===== src/rtl/dac_ctrl_pkg.sv =====
// Shared types and constants for the dual-channel DAC serial writer.
package dac_ctrl_pkg;

   localparam int FRAME_W = 16;
   localparam int CODE_W  = 12;

   localparam logic [1:0] ADDR_A = 2'b00;
   localparam logic [1:0] ADDR_B = 2'b01;

   typedef enum logic [1:0] {IDLE, SHIFT, GAP, LDAC} state_t;

   function automatic logic [FRAME_W-1:0] make_frame(input logic [1:0]        addr,
                                                     input logic [1:0]        ctrl,
                                                     input logic [CODE_W-1:0] code);
      return {addr, ctrl, code};
   endfunction

endpackage


===== src/rtl/dac_control_sclk_tick_gen.sv =====
// Half-period tick source for SCLK: one-cycle pulse every HALF_DIV enabled clocks.
module sclk_tick_gen #(
   parameter int HALF_DIV = 1
) (
   input  logic clk_20M,
   input  logic reset_n,
   input  logic en,
   input  logic clr,
   output logic tick
);

   localparam int            CW   = (HALF_DIV > 1) ? $clog2(HALF_DIV) : 1;
   localparam logic [CW-1:0] LAST = CW'(HALF_DIV - 1);

   logic [CW-1:0] cnt;

   always_ff @(posedge clk_20M) begin
      if (!reset_n || clr)
         cnt <= '0;
      else if (en)
         cnt <= (cnt == LAST) ? '0 : cnt + CW'(1);
   end

   // Combinational so the first tick lands exactly HALF_DIV clocks after leaving IDLE.
   assign tick = en && (cnt == LAST);

endmodule


===== src/rtl/dac_control.sv =====
// Serial writer for the dual-channel 12-bit DAC: frame A, gap, frame B, then an LDAC pulse.
module dac_control
   import dac_ctrl_pkg::*;
#(
   parameter int         HALF_DIV  = 1,
   parameter int         GAP_HALF  = 4,
   parameter int         LDAC_HALF = 2,
   parameter logic [1:0] CTRL_BITS = 2'b01
) (
   input  logic              clk_20M,
   input  logic              reset_n,
   input  logic [CODE_W-1:0] pdata1,
   input  logic [CODE_W-1:0] pdata2,
   input  logic              load_valid,
   output logic              load_ready,
   output logic              busy,
   output logic              dac_sclk,
   output logic              dac_sync_n,
   output logic              dac_din,
   output logic              dac_ldac_n
);

   localparam logic [7:0] GAP_LAST  = 8'(GAP_HALF - 1);
   localparam logic [7:0] LDAC_LAST = 8'(LDAC_HALF - 1);

   state_t              state, state_nxt;
   logic [3:0]          bit_cnt, bit_nxt;
   logic [7:0]          half_cnt, half_nxt;
   logic                frame_b, frame_b_nxt;
   logic [CODE_W-1:0]   code_a, code_a_nxt, code_b, code_b_nxt;
   logic                ready_nxt, busy_nxt, sclk_nxt, sync_nxt, din_nxt, ldac_nxt;
   logic                tick;
   logic [FRAME_W-1:0]  cur_frame;
   logic [3:0]          nxt_idx;

   sclk_tick_gen #(.HALF_DIV(HALF_DIV)) u_tick (
      .clk_20M (clk_20M),
      .reset_n (reset_n),
      .en      (state != IDLE),
      .clr     (state == IDLE),
      .tick    (tick)
   );

   assign cur_frame = frame_b ? make_frame(ADDR_B, CTRL_BITS, code_b)
                              : make_frame(ADDR_A, CTRL_BITS, code_a);
   assign nxt_idx   = 4'd14 - bit_cnt;

   always_ff @(posedge clk_20M) begin
      if (!reset_n) begin
         state      <= IDLE;
         bit_cnt    <= '0;
         half_cnt   <= '0;
         frame_b    <= 1'b0;
         code_a     <= '0;
         code_b     <= '0;
         load_ready <= 1'b0;
         busy       <= 1'b0;
         dac_sclk   <= 1'b1;
         dac_sync_n <= 1'b1;
         dac_din    <= 1'b0;
         dac_ldac_n <= 1'b1;
      end else begin
         state      <= state_nxt;
         bit_cnt    <= bit_nxt;
         half_cnt   <= half_nxt;
         frame_b    <= frame_b_nxt;
         code_a     <= code_a_nxt;
         code_b     <= code_b_nxt;
         load_ready <= ready_nxt;
         busy       <= busy_nxt;
         dac_sclk   <= sclk_nxt;
         dac_sync_n <= sync_nxt;
         dac_din    <= din_nxt;
         dac_ldac_n <= ldac_nxt;
      end
   end

   always_comb begin
      state_nxt   = state;
      bit_nxt     = bit_cnt;
      half_nxt    = half_cnt;
      frame_b_nxt = frame_b;
      code_a_nxt  = code_a;
      code_b_nxt  = code_b;
      ready_nxt   = load_ready;
      busy_nxt    = busy;
      sclk_nxt    = dac_sclk;
      sync_nxt    = dac_sync_n;
      din_nxt     = dac_din;
      ldac_nxt    = dac_ldac_n;

      case (state)
         IDLE: begin
            if (load_valid && load_ready) begin
               code_a_nxt  = pdata1;
               code_b_nxt  = pdata2;
               ready_nxt   = 1'b0;
               busy_nxt    = 1'b1;
               sync_nxt    = 1'b0;
               din_nxt     = ADDR_A[1];
               bit_nxt     = '0;
               frame_b_nxt = 1'b0;
               state_nxt   = SHIFT;
            end else begin
               ready_nxt = 1'b1;
            end
         end
         SHIFT: begin
            if (tick) begin
               if (dac_sclk) begin
                  sclk_nxt = 1'b0;
               end else begin
                  sclk_nxt = 1'b1;
                  if (bit_cnt == 4'd15) begin
                     sync_nxt  = 1'b1;
                     half_nxt  = '0;
                     state_nxt = frame_b ? LDAC : GAP;
                     if (frame_b) ldac_nxt = 1'b0;
                  end else begin
                     bit_nxt = bit_cnt + 4'd1;
                     din_nxt = cur_frame[nxt_idx];
                  end
               end
            end
         end
         GAP: begin
            if (tick) begin
               if (half_cnt == GAP_LAST) begin
                  sync_nxt    = 1'b0;
                  din_nxt     = ADDR_B[1];
                  bit_nxt     = '0;
                  half_nxt    = '0;
                  frame_b_nxt = 1'b1;
                  state_nxt   = SHIFT;
               end else begin
                  half_nxt = half_cnt + 8'd1;
               end
            end
         end
         LDAC: begin
            if (tick) begin
               if (half_cnt == LDAC_LAST) begin
                  ldac_nxt  = 1'b1;
                  ready_nxt = 1'b1;
                  busy_nxt  = 1'b0;
                  half_nxt  = '0;
                  state_nxt = IDLE;
               end else begin
                  half_nxt = half_cnt + 8'd1;
               end
            end
         end
         default: state_nxt = IDLE;
      endcase
   end

endmodule


===== config.mk =====
export PLATFORM = sky130hd
export DESIGN_NAME = dac_control
export DESIGN_NICKNAME = d
export VERILOG_FILES = /design/src/rtl/dac_ctrl_pkg.sv /design/src/rtl/dac_control_sclk_tick_gen.sv /design/src/rtl/dac_control.sv
export SDC_FILE = /design/constraint.sdc
export NUM_CORES = 1
export LEC_CHECK = 0
export ABC_AREA = 1
export CORE_MARGIN = 2
export CORE_UTILIZATION = 45
export DETAILED_ROUTE_END_ITERATION = 8
export PLACE_DENSITY = 0.68
export SYNTH_ARGS = -nofsm -noshare
export SYNTH_HDL_FRONTEND = slang
export SYNTH_HIERARCHICAL = 1
export SYNTH_SLANG_ARGS = --single-unit
export TNS_END_PERCENT = 10

===== constraint.sdc =====
create_clock -name clk_20M -period 3.3 [get_ports clk_20M]
set_clock_uncertainty 0.05 [all_clocks]
set_input_delay 0.495 -clock clk_20M [delete_from_list [all_inputs] [get_ports clk_20M]]
set_output_delay 0.495 -clock clk_20M [all_outputs]
set_load 0.02 [all_outputs]

==> results summary <==
The remaining max-slew budget at the tightest pin came out at 0.528. The delay of the slowest critical-path stage is 0.56 ns. The net switching power came out at 0.590 mW.

The cell area power density is 600 nW/um^2. The number of primary I/O pins came out at 33. The number of antenna violations at the first check in global routing is 0. The final wirelength came out at 4690 um.

The aggregate global-route resource usage came out at 0.183. The setup fix buffers added after clock tree synthesis is 0. The port buffer count came out at 32. The layout cell share with drive strength beyond 1 came out at 0.0983. The fmax is 448 MHz. The final sum of negative setup slack came out at 0 ns. The worst path meets setup with 1.07 ns of slack.

The total nets after synthesis came out at 347. The worst ir drop on vdd is 0.000359 V. Walking the worst path, the cells encountered are clkdlybuf4s50_1 > nand2_1 > nor2_1 > inv_2 > o21ai_0 > a21oi_1.

Dividing the synthesized area by the synthesized cell count gives 7.08 um^2. The quantity of gates resized following cts came out at 0. The number of fill cells in the layout is 476. The clock tree from TritonCTS is built. The utilization of the core after routing came out at 0.566.

The static leakage came out at 1.06 nW. STA classifies the critical path endpoint as a flip-flop. 0 antenna diodes ended up in the layout. For the worst setup path, the data required time is 3.42 ns.

The share of the synthesized area in the top cell type is 0.401. In this run the cell area measured after placement is 2590 um^2. The worst setup slack after placement is 0.735 ns. The Yosys warning count came out at 6. The maximum fanout along the worst path came out at 38.

The startpoint kind of the worst setup timing path is an input pin. The share of the clock period used by the worst path after layout came out at 0.677. The detailed router finished its first iteration with 123 violations.

The initial utilization of the core area, before any placement, comes to 0.472. The number of iterations in the first detailed-routing pass is 4. The share of total power dissipated in the clock network is 0.235. The compound-cell area share of the yosys netlist is 0.171. In the final routed layout, each cell accounts on average for 11.4 um.

The synthesized design spends more area on one cell type than any other, namely sky130_fd_sc_hd__dfxtp_1. The flow ran to the end, and the final reports show no timing, DRC or antenna violations. The library cell used as clock root buffer is sky130_fd_sc_hd__clkbuf_8. The switching part of the total came out at 0.366. The latest clock arrival within the worst-skew pair is 0.30 ns. The count of non-filler cells in the finished layout came out at 413. The final-report setup violation count came out at 0. The proportion of synthesized chip area in sequential cells came out at 0.401. From bottom edge to top edge, the die measures 74.6 um. In this run the remaining antenna-violating nets after routing total 0. The transition at the pin with the smallest max-transition slack came out at 0.705 ns. The via count of the first global-routing pass is 1864. The clock-pin slew of the registers on the worst-case setup and hold paths is 0.09 ns. The routed via count divided by cell count came out at 4.88. The completed layout was analyzed and its total power is 1.61 mW.

The count of final max-slew check failures is 0. The total DRC errors in the routed layout came out at 0. The total overflow reported by the global router came out at 0.

Setup repair after global routing left no endpoint under its margin. Entering global routing, the biggest net connects 39 pins. The H-tree was split into 2 levels.

The cts-stage hold buffer count is 0. Of the total synthesized cell area, the portion taken by full adders, half adders and majority gates is 0.0167. The basic-gate share of the synthesized area counting and, or, nand and nor cells is 0.307. The die covers 5570 um^2. The number of sinks on the clock net is 45.

The slowest stage of the critical path belongs to the cell sky130_fd_sc_hd__nor2_1. The placed instance count came out at 405. Buffers inserted during clock tree synthesis total 5.

Counting distinct cell types in the post-synthesis netlist gives 31. For this block, the via count after detailed routing is 2014. The final-layout worst hold slack is 0.412 ns. The minimum period implied by the final worst setup slack is 2.23 ns. The area share of xor/xnor cells in the synthesized design came out at 0.0117. The count of buffering cells on the critical path with inverters included is 2. The number of hold-slack violations in the final timing report is 0.

On the critical path the largest part of the delay comes from buffers and inverters. By area, the combinational part of the netlist is dominated by simple AND/OR/NAND/NOR gates. The synthesized netlist occupies a cell area of 2240 um^2. Of the total power, registers draw 0.438.

The x dimension of the die is 74.6 um. The number of register bits inferred by synthesis came out at 45. The cell internal power dissipation is 1.02 mW. The min-delay analysis places its worst path in the category flip-flop to flip-flop. The synthesized instance count is 317.

The HPWL after detailed placement came out at 3400 um. The placement row count is 25. The endpoint arrival time on the critical path is 2.35 ns.

Compared with the post-synthesis result, the final layout area differs by 19.8%. The portion of synthesized area spent on multiplexers is 0. The core area is 4750 um^2. The logic gate share of total power came out at 0.326.

The critical path is of the input pin to flip-flop type. After synthesis, the cell types taking the most area are sky130_fd_sc_hd__dfxtp_1 40%, sky130_fd_sc_hd__nor2_1 9.4%, sky130_fd_sc_hd__o21ai_0 8.7%. After routing the design area is 2690 um^2. The tool flagged a number of max-cap violations equal to 0.

The final weighted congestion of routability-driven global placement is 0.806. At the end of the flow, the number of nets in the layout was 375. The first-pass GRT wire length came out at 8030 um.

The clock tree buffer depth came out at 2.
==> Yosys cell counts <==
library cell / count
sky130_fd_sc_hd__buf_2: 6
sky130_fd_sc_hd__nor3b_2: 4
sky130_fd_sc_hd__o21ai_2: 2
sky130_fd_sc_hd__ha_1: 3
sky130_fd_sc_hd__buf_6: 2
sky130_fd_sc_hd__buf_1: 1
sky130_fd_sc_hd__a21oi_4: 1
sky130_fd_sc_hd__nor3_1: 4
sky130_fd_sc_hd__o22ai_1: 1
sky130_fd_sc_hd__nor2_1: 56
sky130_fd_sc_hd__a21oi_1: 24
sky130_fd_sc_hd__nand3_1: 25
sky130_fd_sc_hd__nor3b_1: 1
sky130_fd_sc_hd__o211ai_1: 1
sky130_fd_sc_hd__o21ai_4: 1
sky130_fd_sc_hd__dfxtp_1: 45
sky130_fd_sc_hd__nor2_2: 2
sky130_fd_sc_hd__nand2_2: 4
sky130_fd_sc_hd__inv_1: 30
sky130_fd_sc_hd__o21ai_0: 39
sky130_fd_sc_hd__o21ai_1: 1
sky130_fd_sc_hd__clkbuf_1: 3
sky130_fd_sc_hd__nor2_4: 3
sky130_fd_sc_hd__xnor2_1: 1
sky130_fd_sc_hd__nand4_1: 2
sky130_fd_sc_hd__xor2_1: 2
sky130_fd_sc_hd__inv_2: 5
sky130_fd_sc_hd__nand3_4: 1
sky130_fd_sc_hd__or2_2: 1
sky130_fd_sc_hd__nand2_1: 45
sky130_fd_sc_hd__buf_4: 1
==> worst paths after layout <==
| check | start | end | slack [ns] | cells after the start |
|---|---|---|---|---|
| worst min register to register | code_b[5]$_SDFFE_PN0P_ | code_b[5]$_SDFFE_PN0P_ | 0.41 | 2 |
| worst max register to register | state[0]$_SDFFE_PN0P_ | code_b[11]$_SDFFE_PN0P_ | 1.15 | 6 |
| worst max-delay path | load_valid | code_b[11]$_SDFFE_PN0P_ | 1.07 | 6 |
| worst min-delay path | code_b[5]$_SDFFE_PN0P_ | code_b[5]$_SDFFE_PN0P_ | 0.41 | 2 |
==> power groups by stage <==
stage               clock network, mW  logic, mW  registers [mW]
floorplan                           0      0.404           0.713
global placement                    0      0.519           0.719
detailed placement                  0      0.526           0.720
CTS                             0.386      0.529           0.708
global route                    0.406      0.596           0.721
finish                          0.380      0.527           0.707
==> state kept, by name (all words and copies together), names as in the netlist, 2 cells and up <==
register / count
half_cnt: 8
code_b: 12
state: 2
bit_cnt: 4
code_a: 12
==> worst reg2reg max path, delay by kind of cell (launching register included) <==
kind | cells | cell delay (ns)
flops | 1 | 0.41
simple gates | 2 | 0.71
compound gates | 2 | 0.34
buf+inv | 2 | 0.52
==> cells by family (layout without fill, tap and decap cells) <==
family,count (synthesis),in the layout
and+or+nand+nor,148,148
AOI/OAI and AO/OA,70,70
buffers and inverters,48,77
DFF,45,45
adders and majority gates,3,3
xor gates and xnor gates,3,3
==> metal layers <==
metal	GRT usage	routed length (um)	up-vias
met2	0.311	2160	37
li1	-	-	1081
met3	0.0295	194	5
met1	0.241	2280	891
met5	0	0	-
met4	0.0536	54	0
==> placed cells by master (no fill, tap or decap), types with 5 or more instances in the layout <==
cell type                         count
sky130_fd_sc_hd__clkbuf_8             7
sky130_fd_sc_hd__o21ai_0             39
sky130_fd_sc_hd__clkdlybuf4s50_1     32
sky130_fd_sc_hd__nor2_1              56
sky130_fd_sc_hd__inv_1               30
sky130_fd_sc_hd__nand3_1             25
sky130_fd_sc_hd__nand2_1             45
sky130_fd_sc_hd__dfxtp_1             45
sky130_fd_sc_hd__inv_2                5
sky130_fd_sc_hd__a21oi_1             24
==> area by class of cell <==
| class | instances | area [um^2] | share of cell area |
|---|---|---|---|
| inverter | 35 | 131 | 0.0488 |
| clock buffer | 7 | 96.3 | 0.0358 |
| timing repair buffer | 34 | 335 | 0.125 |
| tap | 67 | 83.8 | 0.0312 |
| multi-input combinational | 224 | 1140 | 0.423 |
| clock inverter | 1 | 5.00 | 0.00186 |
| sequential | 45 | 901 | 0.335 |
No activity file was read; power rests on OpenSTA's default activity.
